==> src/rtl/golay_enc_stream_if.sv <==
// Streaming handshake bundle for the Golay(24,12) encoder: data words in, codewords out.
interface golay_enc_stream_if;
    logic [11:0] DIN;
    logic        DIN_VLD;
    logic        DIN_RDY;
    logic [23:0] CW;
    logic        CW_VLD;
    logic        CW_RDY;

    // Source of data words and sink of codewords
    modport master (
        output DIN, DIN_VLD, CW_RDY,
        input  DIN_RDY, CW, CW_VLD
    );

    // Encoder side
    modport slave (
        input  DIN, DIN_VLD, CW_RDY,
        output DIN_RDY, CW, CW_VLD
    );
endinterface

==> src/rtl/golay_enc_stream.sv <==
// Golay(24,12) streaming encoder: two-stage parity pipeline feeding a credit-controlled
// output FIFO, with a wrapping count of delivered codewords.
module golay_enc_stream #(
    parameter int FIFO_DEPTH = 4
) (
    input  logic                 CLK,
    input  logic                 RST_N,
    input  logic                 FLUSH,
    golay_enc_stream_if.slave    bus,
    output logic [15:0]          WCNT
);
    localparam int DATA_W = 12;
    localparam int AW     = $clog2(FIFO_DEPTH);

    // Generator rows BR1 (MSB slice) .. BR12 (LSB slice); DIN[12-i] selects BRi
    localparam logic [12*DATA_W-1:0] ROWS = {
        12'h7FF, 12'hEE2, 12'hDC5, 12'hB8B, 12'hF16, 12'hE2D,
        12'hC5B, 12'h8B7, 12'h96E, 12'hADC, 12'hDB8, 12'hB71
    };

    // Partial parity over rows first..last
    function automatic logic [DATA_W-1:0] parity_rows(input logic [DATA_W-1:0] d,
                                                      input int first, input int last);
        logic [DATA_W-1:0] p;
        p = '0;
        for (int i = 1; i <= 12; i++) begin
            if (i >= first && i <= last && d[12-i]) begin
                p = p ^ ROWS[(12-i)*DATA_W +: DATA_W];
            end
        end
        return p;
    endfunction

    logic [DATA_W-1:0] din_p1;
    logic [DATA_W-1:0] pa_p1;
    logic [DATA_W-1:0] pb_p1;
    logic              vld_p1;

    logic [2*DATA_W-1:0] mem [FIFO_DEPTH];
    logic [AW-1:0]       wr_ptr;
    logic [AW-1:0]       rd_ptr;
    logic [AW:0]         occ;
    logic                rdy_en;
    logic [15:0]         wcnt;

    logic                in_xfer;
    logic                wr_en;
    logic                rd_en;
    logic [AW+1:0]       credit;

    // Slots committed downstream: FIFO entries plus the word held in stage 1
    assign credit      = {1'b0, occ} + (AW+2)'(vld_p1);
    assign bus.DIN_RDY = rdy_en && !FLUSH && (credit < (AW+2)'(FIFO_DEPTH));
    assign bus.CW_VLD  = (occ != '0);
    // Storage is not reset, so the head is masked while empty
    assign bus.CW      = bus.CW_VLD ? mem[rd_ptr] : '0;
    assign WCNT        = wcnt;

    assign in_xfer = bus.DIN_VLD && bus.DIN_RDY;
    assign wr_en   = vld_p1 && !FLUSH;
    assign rd_en   = bus.CW_VLD && bus.CW_RDY && !FLUSH;

    // Stage 1 valid: set by an accepted input word, cleared by flush or reset
    always_ff @(posedge CLK or negedge RST_N) begin
        if (!RST_N) begin
            vld_p1 <= 1'b0;
        end else if (FLUSH) begin
            vld_p1 <= 1'b0;
        end else begin
            vld_p1 <= in_xfer;
        end
    end

    // Stage 1 data: capture the word and both half-parities
    always_ff @(posedge CLK) begin
        if (in_xfer) begin
            din_p1 <= bus.DIN;
            pa_p1  <= parity_rows(bus.DIN, 1, 6);
            pb_p1  <= parity_rows(bus.DIN, 7, 12);
        end
    end

    // Stage 2: combine half-parities and write the codeword into the FIFO
    always_ff @(posedge CLK) begin
        if (wr_en) begin
            mem[wr_ptr] <= {din_p1, pa_p1 ^ pb_p1};
        end
    end

    // FIFO pointers and occupancy; simultaneous write and read leave occupancy unchanged
    always_ff @(posedge CLK or negedge RST_N) begin
        if (!RST_N) begin
            wr_ptr <= '0;
            rd_ptr <= '0;
            occ    <= '0;
        end else if (FLUSH) begin
            wr_ptr <= '0;
            rd_ptr <= '0;
            occ    <= '0;
        end else begin
            if (wr_en) begin
                wr_ptr <= wr_ptr + AW'(1);
            end
            if (rd_en) begin
                rd_ptr <= rd_ptr + AW'(1);
            end
            case ({wr_en, rd_en})
                2'b10:   occ <= occ + (AW+1)'(1);
                2'b01:   occ <= occ - (AW+1)'(1);
                default: occ <= occ;
            endcase
        end
    end

    // Delivered-codeword counter, wraps naturally at 16 bits
    always_ff @(posedge CLK or negedge RST_N) begin
        if (!RST_N) begin
            wcnt <= '0;
        end else if (FLUSH) begin
            wcnt <= '0;
        end else if (rd_en) begin
            wcnt <= wcnt + 16'd1;
        end
    end

    // Input enable: held low through reset, rises on the first edge afterwards
    always_ff @(posedge CLK or negedge RST_N) begin
        if (!RST_N) begin
            rdy_en <= 1'b0;
        end else begin
            rdy_en <= 1'b1;
        end
    end
endmodule

==> src/flat_wrapper.sv <==
// flat-port wrapper written by rule: the top's interface ports become plain ports
module golay_enc_stream_flat 
#(
    parameter int FIFO_DEPTH = 4
)
  (CLK, RST_N, FLUSH, WCNT, bus_DIN, bus_DIN_VLD, bus_CW_RDY, bus_DIN_RDY, bus_CW, bus_CW_VLD);
  golay_enc_stream_if bus_i ();
  input  logic CLK;
  input  logic RST_N;
  input  logic FLUSH;
  output logic [15:0] WCNT;
  input wire logic [$bits(bus_i.DIN)-1:0] bus_DIN;
  input wire logic [$bits(bus_i.DIN_VLD)-1:0] bus_DIN_VLD;
  input wire logic [$bits(bus_i.CW_RDY)-1:0] bus_CW_RDY;
  output wire logic [$bits(bus_i.DIN_RDY)-1:0] bus_DIN_RDY;
  output wire logic [$bits(bus_i.CW)-1:0] bus_CW;
  output wire logic [$bits(bus_i.CW_VLD)-1:0] bus_CW_VLD;
  assign bus_i.DIN = bus_DIN;
  assign bus_i.DIN_VLD = bus_DIN_VLD;
  assign bus_i.CW_RDY = bus_CW_RDY;
  assign bus_DIN_RDY = bus_i.DIN_RDY;
  assign bus_CW = bus_i.CW;
  assign bus_CW_VLD = bus_i.CW_VLD;
  golay_enc_stream #(.FIFO_DEPTH(FIFO_DEPTH)) u_core (.CLK(CLK), .RST_N(RST_N), .FLUSH(FLUSH), .bus(bus_i), .WCNT(WCNT));
endmodule
==> config.mk <==
export PLATFORM = sky130hd
export DESIGN_NAME = golay_enc_stream_flat
export DESIGN_NICKNAME = d
export VERILOG_FILES = /design/src/rtl/golay_enc_stream_if.sv /design/src/rtl/golay_enc_stream.sv /design/src/flat_wrapper.sv
export SDC_FILE = /design/constraint.sdc
export NUM_CORES = 1
export LEC_CHECK = 0
export CAP_MARGIN = 20
export CORE_AREA = 10 10 139 141
export CTS_BUF_LIST = sky130_fd_sc_hd__clkbuf_8
export CTS_CLUSTER_SIZE = 8
export DETAILED_ROUTE_END_ITERATION = 16
export DIE_AREA = 0 0 149 151
export PLACE_DENSITY_LB_ADDON = 0.1
export SKIP_CTS_REPAIR_TIMING = 1
export SLEW_MARGIN = 10
export SYNTH_ARGS = -nofsm -noshare
export SYNTH_HDL_FRONTEND = slang
export SYNTH_SLANG_ARGS = --single-unit
==> constraint.sdc <==
create_clock -name CLK -period 2.72 [get_ports CLK]
set_input_delay 0.544 -clock CLK [delete_from_list [all_inputs] [get_ports CLK]]
set_output_delay 0.544 -clock CLK [all_outputs]
set_load 0.05 [all_outputs]
==> flow_summary.json, run 1 <==
{
  "nets": 477,
  "die_h_microns": 151,
  "final_common_cell": "edfxtp_1",
  "pin_count": 59,
  "hold_path_class": "primary input to asynchronous set/reset pin",
  "clock_insertion_delay_worst_skew_ps": 450,
  "ys_async_sr_fraction_pct": 15.9,
  "min_period_over_period_pct": 94.5,
  "fp.coreArea_sq_um": 16500,
  "port_buffers": 58,
  "drc": 0,
  "grt_pass1_wl_microns": 20000,
  "max_stage_delay_ps": 550,
  "layout_setup_ws_ps": 151,
  "antenna_found_initial": 0,
  "rsz0062_at_grt": "false",
  "cts_max_level": 4,
  "required_ps": 2180,
  "multi_input_area_sq_um": 1840,
  "setup-tns-final_ps": 0,
  "status": "completed",
  "drt_iter0_markers": 183,
  "p_leak_nw": 2.69,
  "cts_root_buf": "clkbuf_8",
  "hold_viol_final": 0,
  "wl_met1_microns": 5760,
  "dpl.hpwl_microns": 7890,
  "dr.pass1.iters": 4,
  "cp_top_family": "multiplexers",
  "first_global_vias": 3448,
  "syn_area_sq_um": 6490,
  "finalMaxSlewViolations": 0,
  "cts_tree": "built",
  "ys_warn_count": 0,
  "fmax_ghz": 0.389,
  "synth_edf_count": 132,
  "synth_seq_cells": 157,
  "cts.clk_slew.worst_paths_ps": 80,
  "synth_nets": 399,
  "die_area_sq_um": 22500,
  "utilization_pct": 47.6,
  "layout_min_cycle_time_ps": 2570,
  "drive_gt1_share_pct": 21.8,
  "crit_chain": "buf_12, mux4_2, nor2b_1, buf_4",
  "clockBufferDepth": 2,
  "vias_per_cell": 4.77,
  "ir_drop_v": 0.000385,
  "die_w_microns": 149,
  "fp-row-count": 47,
  "n_antenna_cell": 0,
  "initial_core_util_pct": 39.4,
  "wl_per_cell_microns": 18.0,
  "startpoint_type": "flip-flop",
  "routed_wl_microns": 12400,
  "grt_overflow": 0,
  "syn_to_final_growth_pct": 20.7,
  "wl_met2_microns": 5850,
  "grt.total_usage_pct": 11.8,
  "synth_top_area_share_pct": 61.0,
  "cp_slowest_cell": "mux4_2",
  "synth_area_leaders": "edfxtp_1, dfrtp_1, mux4_2",
  "final-seq-area_sq_um": 4590,
  "cts_buffers": 17,
  "syn_inst": 376,
  "synthFlopType": "edfxtp_1",
  "arrival_ps": 2030,
  "cts.sinks": 157,
  "yosysUniqueCellTypes": 38,
  "max_cap_viol_count": 0,
  "layout_common_cells": "edfxtp_1, xor2_1, buf_4, clkdlybuf4s50_1, xnor2_1",
  "yosysTopAreaCell": "edfxtp_1",
  "fill_cells": 1447,
  "worst_pin_slew_ps": 516,
  "grt_max_degree": 37,
  "cellPowerDensity_nw_per_um2": 814,
  "finalSetupViolations": 0,
  "final.setup_skew_ps": 9.92,
  "max_slew_margin_pct": 65.5,
  "top_layer": "met4",
  "critPathBufInv": 2,
  "globalplace.congestion": 0.736,
  "criticalPathCategory": "flip-flop to output port",
  "wl_met3_microns": 571,
  "end_kind": "output port",
  "vias": 3279,
  "synth_area_per_cell_sq_um": 17.3,
  "yosysSeqAreaShare_pct": 70.7,
  "worstPathMaxFanout": 26,
  "dp_slack_ps": 429,
  "ant_nets": 0
}
[layer usage]
metal  up-vias  global-route usage (%)
met5         -                       0
met2        69                    18.0
met1      1651                    15.5
met3        15                    3.22
li1       1544                       -
met4         0                    5.00
[cells in the mapped netlist, types with 3 or more instances]
master    count
edfxtp_1    132
xor2_1       34
xnor2_1      29
nor2b_1      28
dfrtp_1      25
mux4_2       24
nor2_1       20
and2_1        8
nand2_1       8
clkbuf_1      7
nor3_1        6
ha_1          5
inv_1         5
and3_1        4
buf_2         4
nand3_1       4
nand4_1       4
a21oi_1       3
buf_1         3
[sequential cells by signal (all words and copies together), names as in the netlist]
name	count
u_core.rdy_en	1
u_core.mem	96
u_core.wr_ptr	2
u_core.pb_p1	12
u_core.rd_ptr	2
u_core.din_p1	12
u_core.vld_p1	1
u_core.pa_p1	12
u_core.occ	3
u_core.WCNT	16
[final timing paths]
check,start,depth (start not counted),end,slack [ps]
max,u_core.rd_ptr[0]$_DFFE_PN0P_,4,bus_CW[10],150
min,RST_N,2,u_core.vld_p1$_DFF_PN0_,460
max reg2reg,u_core.occ[0]$_DFFE_PN0P_,6,u_core.occ[2]$_DFFE_PN0P_,670
min reg2reg,u_core.din_p1[10]$_DFFE_PP_,0,u_core.mem[2][22]$_DFFE_PP_,510
max in group asynchronous,RST_N,2,u_core.WCNT[9]$_DFFE_PN0P_,2010
min in group CLK,u_core.din_p1[10]$_DFFE_PP_,0,u_core.mem[2][22]$_DFFE_PP_,510
[stage by stage]
stage | std cells | area (sq um) | hold WS [ps] | total power, mW
2_1_floorplan | 376 | 6500 | 248 | 4.14
3_3_place_gp | 655 | 7430 | 475 | 4.74
3_5_place_dp | 655 | 7430 | 485 | 4.74
4_1_cts | 687 | 7840 | 445 | 6.51
5_1_grt | 687 | 7840 | 456 | 6.72
6_report | 687 | 7840 | 458 | 6.38
[where the power goes]
group	total (mW)	internal, mW	switching [mW]
clock	1.75	0.902	0.845
combinational	1.84	0.659	1.18
sequential	2.79	2.72	0.0758
[kinds of logic after synthesis]
family | share of synthesized area [%]
xor gates and xnor gates | 8.75
muxes | 9.15
other | 0.0577
DFF | 70.7
and+or+nand+nor | 7.69
AOI/OAI and AO/OA | 1.25
buffers and inverters | 1.18
adders and majority gates | 1.27
[layout make-up]
cell class,instances,area share (%)
Tap cell,220,3.51
Inverter,5,0.239
Clock buffer,17,2.98
Clock inverter,15,2.19
Sequential cell,157,58.5
Timing Repair Buffer,73,9.13
Multi-Input combinational cell,200,23.4
No activity file was read; power rests on OpenSTA's default activity.
==> inputs of run 2 (changes only) <==
PLACE_DENSITY_LB_ADDON = 0.3   (was 0.1)
==> flow_summary.json, run 2 (same netlist as run 1, synthesis figures left out) <==
{
  "status": "completed",
  "met1_usage_pct": 14.7,
  "place_area_sq_um": 7420,
  "p_sw_share_pct": 32.2,
  "ant_nets": 0,
  "criticalPathCategory": "flip-flop to output port",
  "startpoint_type": "flip-flop",
  "final_common_cell": "edfxtp_1",
  "die_h_microns": 151,
  "arrival_ps": 1990,
  "pin_count": 59,
  "r2r-start": "u_core.occ[0]$_DFFE_PN0P_",
  "routed_wl_microns": 12500,
  "rr_worst_depth": 6,
  "drive_gt1_share_pct": 22.2,
  "final_cell_area_sq_um": 7840,
  "grt.busiest_layer": "met2",
  "cellPowerDensity_nw_per_um2": 823,
  "dpl.hpwl_microns": 8410,
  "gr-usage-met2_pct": 18.5,
  "vias_per_cell": 4.83,
  "cts_max_level": 4,
  "critPathBufInv": 2,
  "largest_reg_flops": 96,
  "crit_chain": "buf_12, mux4_2, nor2b_1, buf_4",
  "p_leak_nw": 2.72,
  "combPwrFrac_pct": 28.8,
  "die_w_microns": 149,
  "grt_overflow": 0,
  "wl_per_cell_microns": 18.1,
  "hold_path_class": "primary input to asynchronous set/reset pin",
  "drt_iter0_markers": 232,
  "hold_viol_final": 0,
  "syn_to_final_growth_pct": 20.7,
  "power_frac_seq_pct": 43.3,
  "grt_max_degree": 37,
  "layout_min_cycle_time_ps": 2530,
  "nets": 482,
  "cts.sinks": 157,
  "globalplace.congestion": 0.784,
  "final-seq-area_sq_um": 4590,
  "die_area_sq_um": 22500,
  "cts.clk_slew.worst_paths_ps": 80,
  "port_buffers": 58,
  "required_ps": 2180,
  "antenna_found_initial": 0,
  "max_slew_margin_pct": 66.0,
  "fp-row-count": 47,
  "cp_slowest_cell": "mux4_2",
  "finalSetupViolations": 0,
  "top_register": "u_core.mem",
  "grt.total_usage_pct": 11.7,
  "cts_root_buf": "clkbuf_8",
  "max_stage_delay_ps": 540,
  "rsz0062_at_grt": "false",
  "first_global_vias": 3560,
  "n_antenna_cell": 0,
  "layout_setup_ws_ps": 189,
  "ir_drop_v": 0.000376,
  "dp_cells": 660,
  "final_cells": 692,
  "setup-tns-final_ps": 0,
  "initial_core_util_pct": 39.4,
  "cts_tree": "built",
  "layout_common_cells": "edfxtp_1, buf_4, xor2_1, clkdlybuf4s50_1, xnor2_1",
  "max_cap_viol_count": 0,
  "final.setup_skew_ps": 7.25,
  "fp.coreArea_sq_um": 16500,
  "r2r_slack_ps": 620,
  "vias": 3340,
  "finalMaxSlewViolations": 0,
  "fmax_ghz": 0.395,
  "min_period_over_period_pct": 93.0,
  "worstPathMaxFanout": 26,
  "clockBufferDepth": 2,
  "dp_slack_ps": 338,
  "drc": 0,
  "worst_pin_slew_ps": 509,
  "clock_insertion_delay_worst_skew_ps": 440,
  "r2r-end": "u_core.occ[2]$_DFFE_PN0P_",
  "end_kind": "output port",
  "power.internal_mw": 4.37,
  "cp_top_family": "multiplexers",
  "p_sw_mw": 2.08,
  "grt_pass1_wl_microns": 19800,
  "gr-usage-met3_pct": 3.70,
  "cts_buffers": 17,
  "clockPowerShare_pct": 27.8,
  "dr.pass1.iters": 4,
  "multi_input_area_sq_um": 1840,
  "fill_cells": 1444
}
==> run 2: cell count changes in the layout (fill, tap and decap cells not counted), moves of 2 or more <==
cell	delta
buf_4	+9
inv_1	+2
buf_12	-4
clkinv_4	-2
==> run 2: metal layers <==
layer | wire (microns) | share of wire (%)
met5 | 0 | 0
met4 | 163 | 1.3
met3 | 577 | 4.6
met2 | 6160 | 49
met1 | 5630 | 45
==> run 2: layout make-up <==
class / count / area share (%)
clock inverters: 15 / 2.30
inverters: 5 / 0.240
repair buffers: 78 / 8.97
flip-flops and latches: 157 / 58.6
well taps: 220 / 3.51
clock buffers: 17 / 2.99
multi-input cells: 200 / 23.4
==> run 2: worst register-to-register path, cell delays in order, from the launching register on <==
cell     delay (ps)
dfrtp_1         510
o31ai_2         460
nor3_1          120
fa_1            400
nor3_1          250
o21ai_0         100
nor3b_1         150
==> run 2: worst max path at each step <==
| stage | startpoint | endpoint | slack [ps] | depth (start not counted) |
|---|---|---|---|---|
| detailed placement | FLUSH | u_core.pa_p1[6]$_DFFE_PP_ | 340 | 6 |
| global route | u_core.rd_ptr[0]$_DFFE_PN0P_ | bus_CW[3] | 80 | 4 |
| CTS | u_core.rd_ptr[0]$_DFFE_PN0P_ | bus_CW[3] | 120 | 4 |
| global placement | FLUSH | u_core.pb_p1[11]$_DFFE_PP_ | 360 | 6 |
| finish | u_core.rd_ptr[0]$_DFFE_PN0P_ | bus_CW[3] | 190 | 4 |
| floorplan | FLUSH | u_core.din_p1[0]$_DFFE_PP_ | 90 | 4 |
==> run 2: power by group through the flow <==
stage	Clock, mW	Combinational, mW	Sequential (mW)
2_1_floorplan	0	1.29	2.85
3_3_place_gp	0	1.89	2.85
3_5_place_dp	0	1.91	2.85
4_1_cts	1.84	1.92	2.80
5_1_grt	1.96	1.99	2.81
6_report	1.80	1.86	2.80
==> run 2: per-stage QoR <==
stage | util, % | power, mW | hold slack (ps)
floorplan | - | 4.14 | 248
global placement | 45.1 | 4.74 | 474
detailed placement | 45.1 | 4.76 | 487
CTS | 47.6 | 6.56 | 455
global route | 47.6 | 6.76 | 474
finish | 47.6 | 6.45 | 475
==> inputs of run 3 (changes only) <==
clock period = 2.6 ns   (was 2.72 ns; I/O delays follow)
==> flow_summary.json, run 3 (same netlist as run 1, synthesis figures left out) <==
{
  "r2r-end": "u_core.occ[2]$_DFFE_PN0P_",
  "routed_wl_microns": 12600,
  "arrival_ps": 1950,
  "layout_min_cycle_time_ps": 2470,
  "wl_met2_microns": 6200,
  "grt_overflow": 0,
  "pin_count": 59,
  "fp.coreArea_sq_um": 16500,
  "wl_met1_microns": 5540,
  "wl_per_cell_microns": 18.1,
  "min_period_over_period_pct": 94.9,
  "initial_core_util_pct": 39.4,
  "vias": 3395,
  "dpl.hpwl_microns": 8370,
  "port_buffers": 58,
  "globalplace.congestion": 0.779,
  "rsz0062_at_grt": "false",
  "final_common_cell": "edfxtp_1",
  "grt.total_usage_pct": 11.4,
  "finalMaxSlewViolations": 0,
  "dr.pass1.iters": 4,
  "dp_slack_ps": 297,
  "grt_pass1_wl_microns": 19300,
  "total_power_mw": 6.53,
  "nets": 482,
  "end_kind": "output port",
  "die_h_microns": 151,
  "max_cap_viol_count": 0,
  "clockBufferDepth": 2,
  "worstPathMaxFanout": 13,
  "max_slew_margin_pct": 65.2,
  "hold_path_class": "primary input to asynchronous set/reset pin",
  "layout_common_cells": "edfxtp_1, buf_4, xor2_1, clkdlybuf4s50_1, xnor2_1",
  "first_global_vias": 3525,
  "utilization_pct": 47.4,
  "criticalPathCategory": "flip-flop to output port",
  "drt_iter0_markers": 224,
  "cts_max_level": 4,
  "n_antenna_cell": 0,
  "grt_max_degree": 37,
  "die_w_microns": 149,
  "final.setup_skew_ps": 11.9,
  "wl_met3_microns": 590,
  "cts_tree": "built",
  "cts_buffers": 17,
  "layout_setup_ws_ps": 134,
  "fp-row-count": 47,
  "cellPowerDensity_nw_per_um2": 837,
  "p_leak_nw": 2.69,
  "top_layer": "met4",
  "rr_worst_depth": 6,
  "startpoint": "u_core.rd_ptr[0]$_DFFE_PN0P_",
  "cts.sinks": 157,
  "fmax_ghz": 0.405,
  "cts.clk_slew.worst_paths_ps": 80,
  "finalSetupViolations": 0,
  "top_register": "u_core.mem",
  "clock_insertion_delay_worst_skew_ps": 450,
  "cts_root_buf": "clkbuf_8",
  "crit_end": "bus_CW[4]",
  "hold_ws_ps": 434,
  "setup-tns-final_ps": 0,
  "die_area_sq_um": 22500,
  "required_ps": 2080,
  "antenna_found_initial": 0,
  "ir_drop_v": 0.000365,
  "drive_gt1_share_pct": 23.3,
  "worst_pin_slew_ps": 520,
  "hold_viol_final": 0,
  "startpoint_type": "flip-flop",
  "r2r-start": "u_core.occ[0]$_DFFE_PN0P_",
  "ant_nets": 0,
  "largest_reg_flops": 96,
  "drc": 0,
  "syn_to_final_growth_pct": 20.1,
  "status": "completed",
  "vias_per_cell": 4.91,
  "r2r_slack_ps": 520
}
-- run 3: cell types whose count changed in the layout (fill, tap and decap cells not counted), moves of 2 or more --
| cell | change |
|---|---|
| bufinv_16 | -3 |
| clkinv_2 | +2 |
| clkinvlp_4 | +2 |
| inv_1 | -2 |
| inv_6 | +3 |
-- run 3: worst max-delay path, stage by stage, from the launching register on --
cell and delay [ps]:
dfrtp_2 420, clkbuf_16 220, mux4_2 510, nor2b_1 140, buf_4 200
-- run 3: report_power, final --
part	switching (mW)	internal, mW	total (mW)	leakage, nW
registers	0.0896	2.84	2.93	1.54
logic	1.24	0.720	1.96	0.970
clock network	0.889	0.750	1.64	0.180
total	2.22	4.31	6.53	2.69
-- run 3: layer usage --
layer | vias up | track usage (%)
met4 | 0 | 5.20
met5 | - | 0
met3 | 17 | 3.40
li1 | 1558 | -
met1 | 1746 | 13.6
met2 | 74 | 18.7
-- run 3: cell type report --
type | count | area, sq um
Tap cell | 220 | 275
Inverter | 5 | 18.8
Clock inverter | 15 | 121
Clock buffer | 17 | 234
Multi-Input combinational cell | 200 | 1840
Fill cell | 1427 | 8660
Timing Repair Buffer | 78 | 721
Sequential cell | 157 | 4590
-- run 3: per-stage QoR --
stage               cells  cell area (sq um)
global route          692               7800
CTS                   691               7780
finish                692               7800
global placement      659               7420
floorplan             376               6500
detailed placement    659               7420
-- run 3: worst min-delay path by stage --
stage,endpoint,from,slack (ps),depth (start not counted)
after global placement,u_core.mem[3][21]$_DFFE_PP_,u_core.din_p1[9]$_DFFE_PP_,470,0
final,u_core.rdy_en$_DFF_PN0_,RST_N,430,2
after floorplan,u_core.WCNT[0]$_DFFE_PN0P_,RST_N,220,0
after global routing,u_core.rdy_en$_DFF_PN0_,RST_N,440,2
after detailed placement,u_core.mem[1][22]$_DFFE_PP_,u_core.din_p1[10]$_DFFE_PP_,490,0
after CTS,u_core.rdy_en$_DFF_PN0_,RST_N,430,2
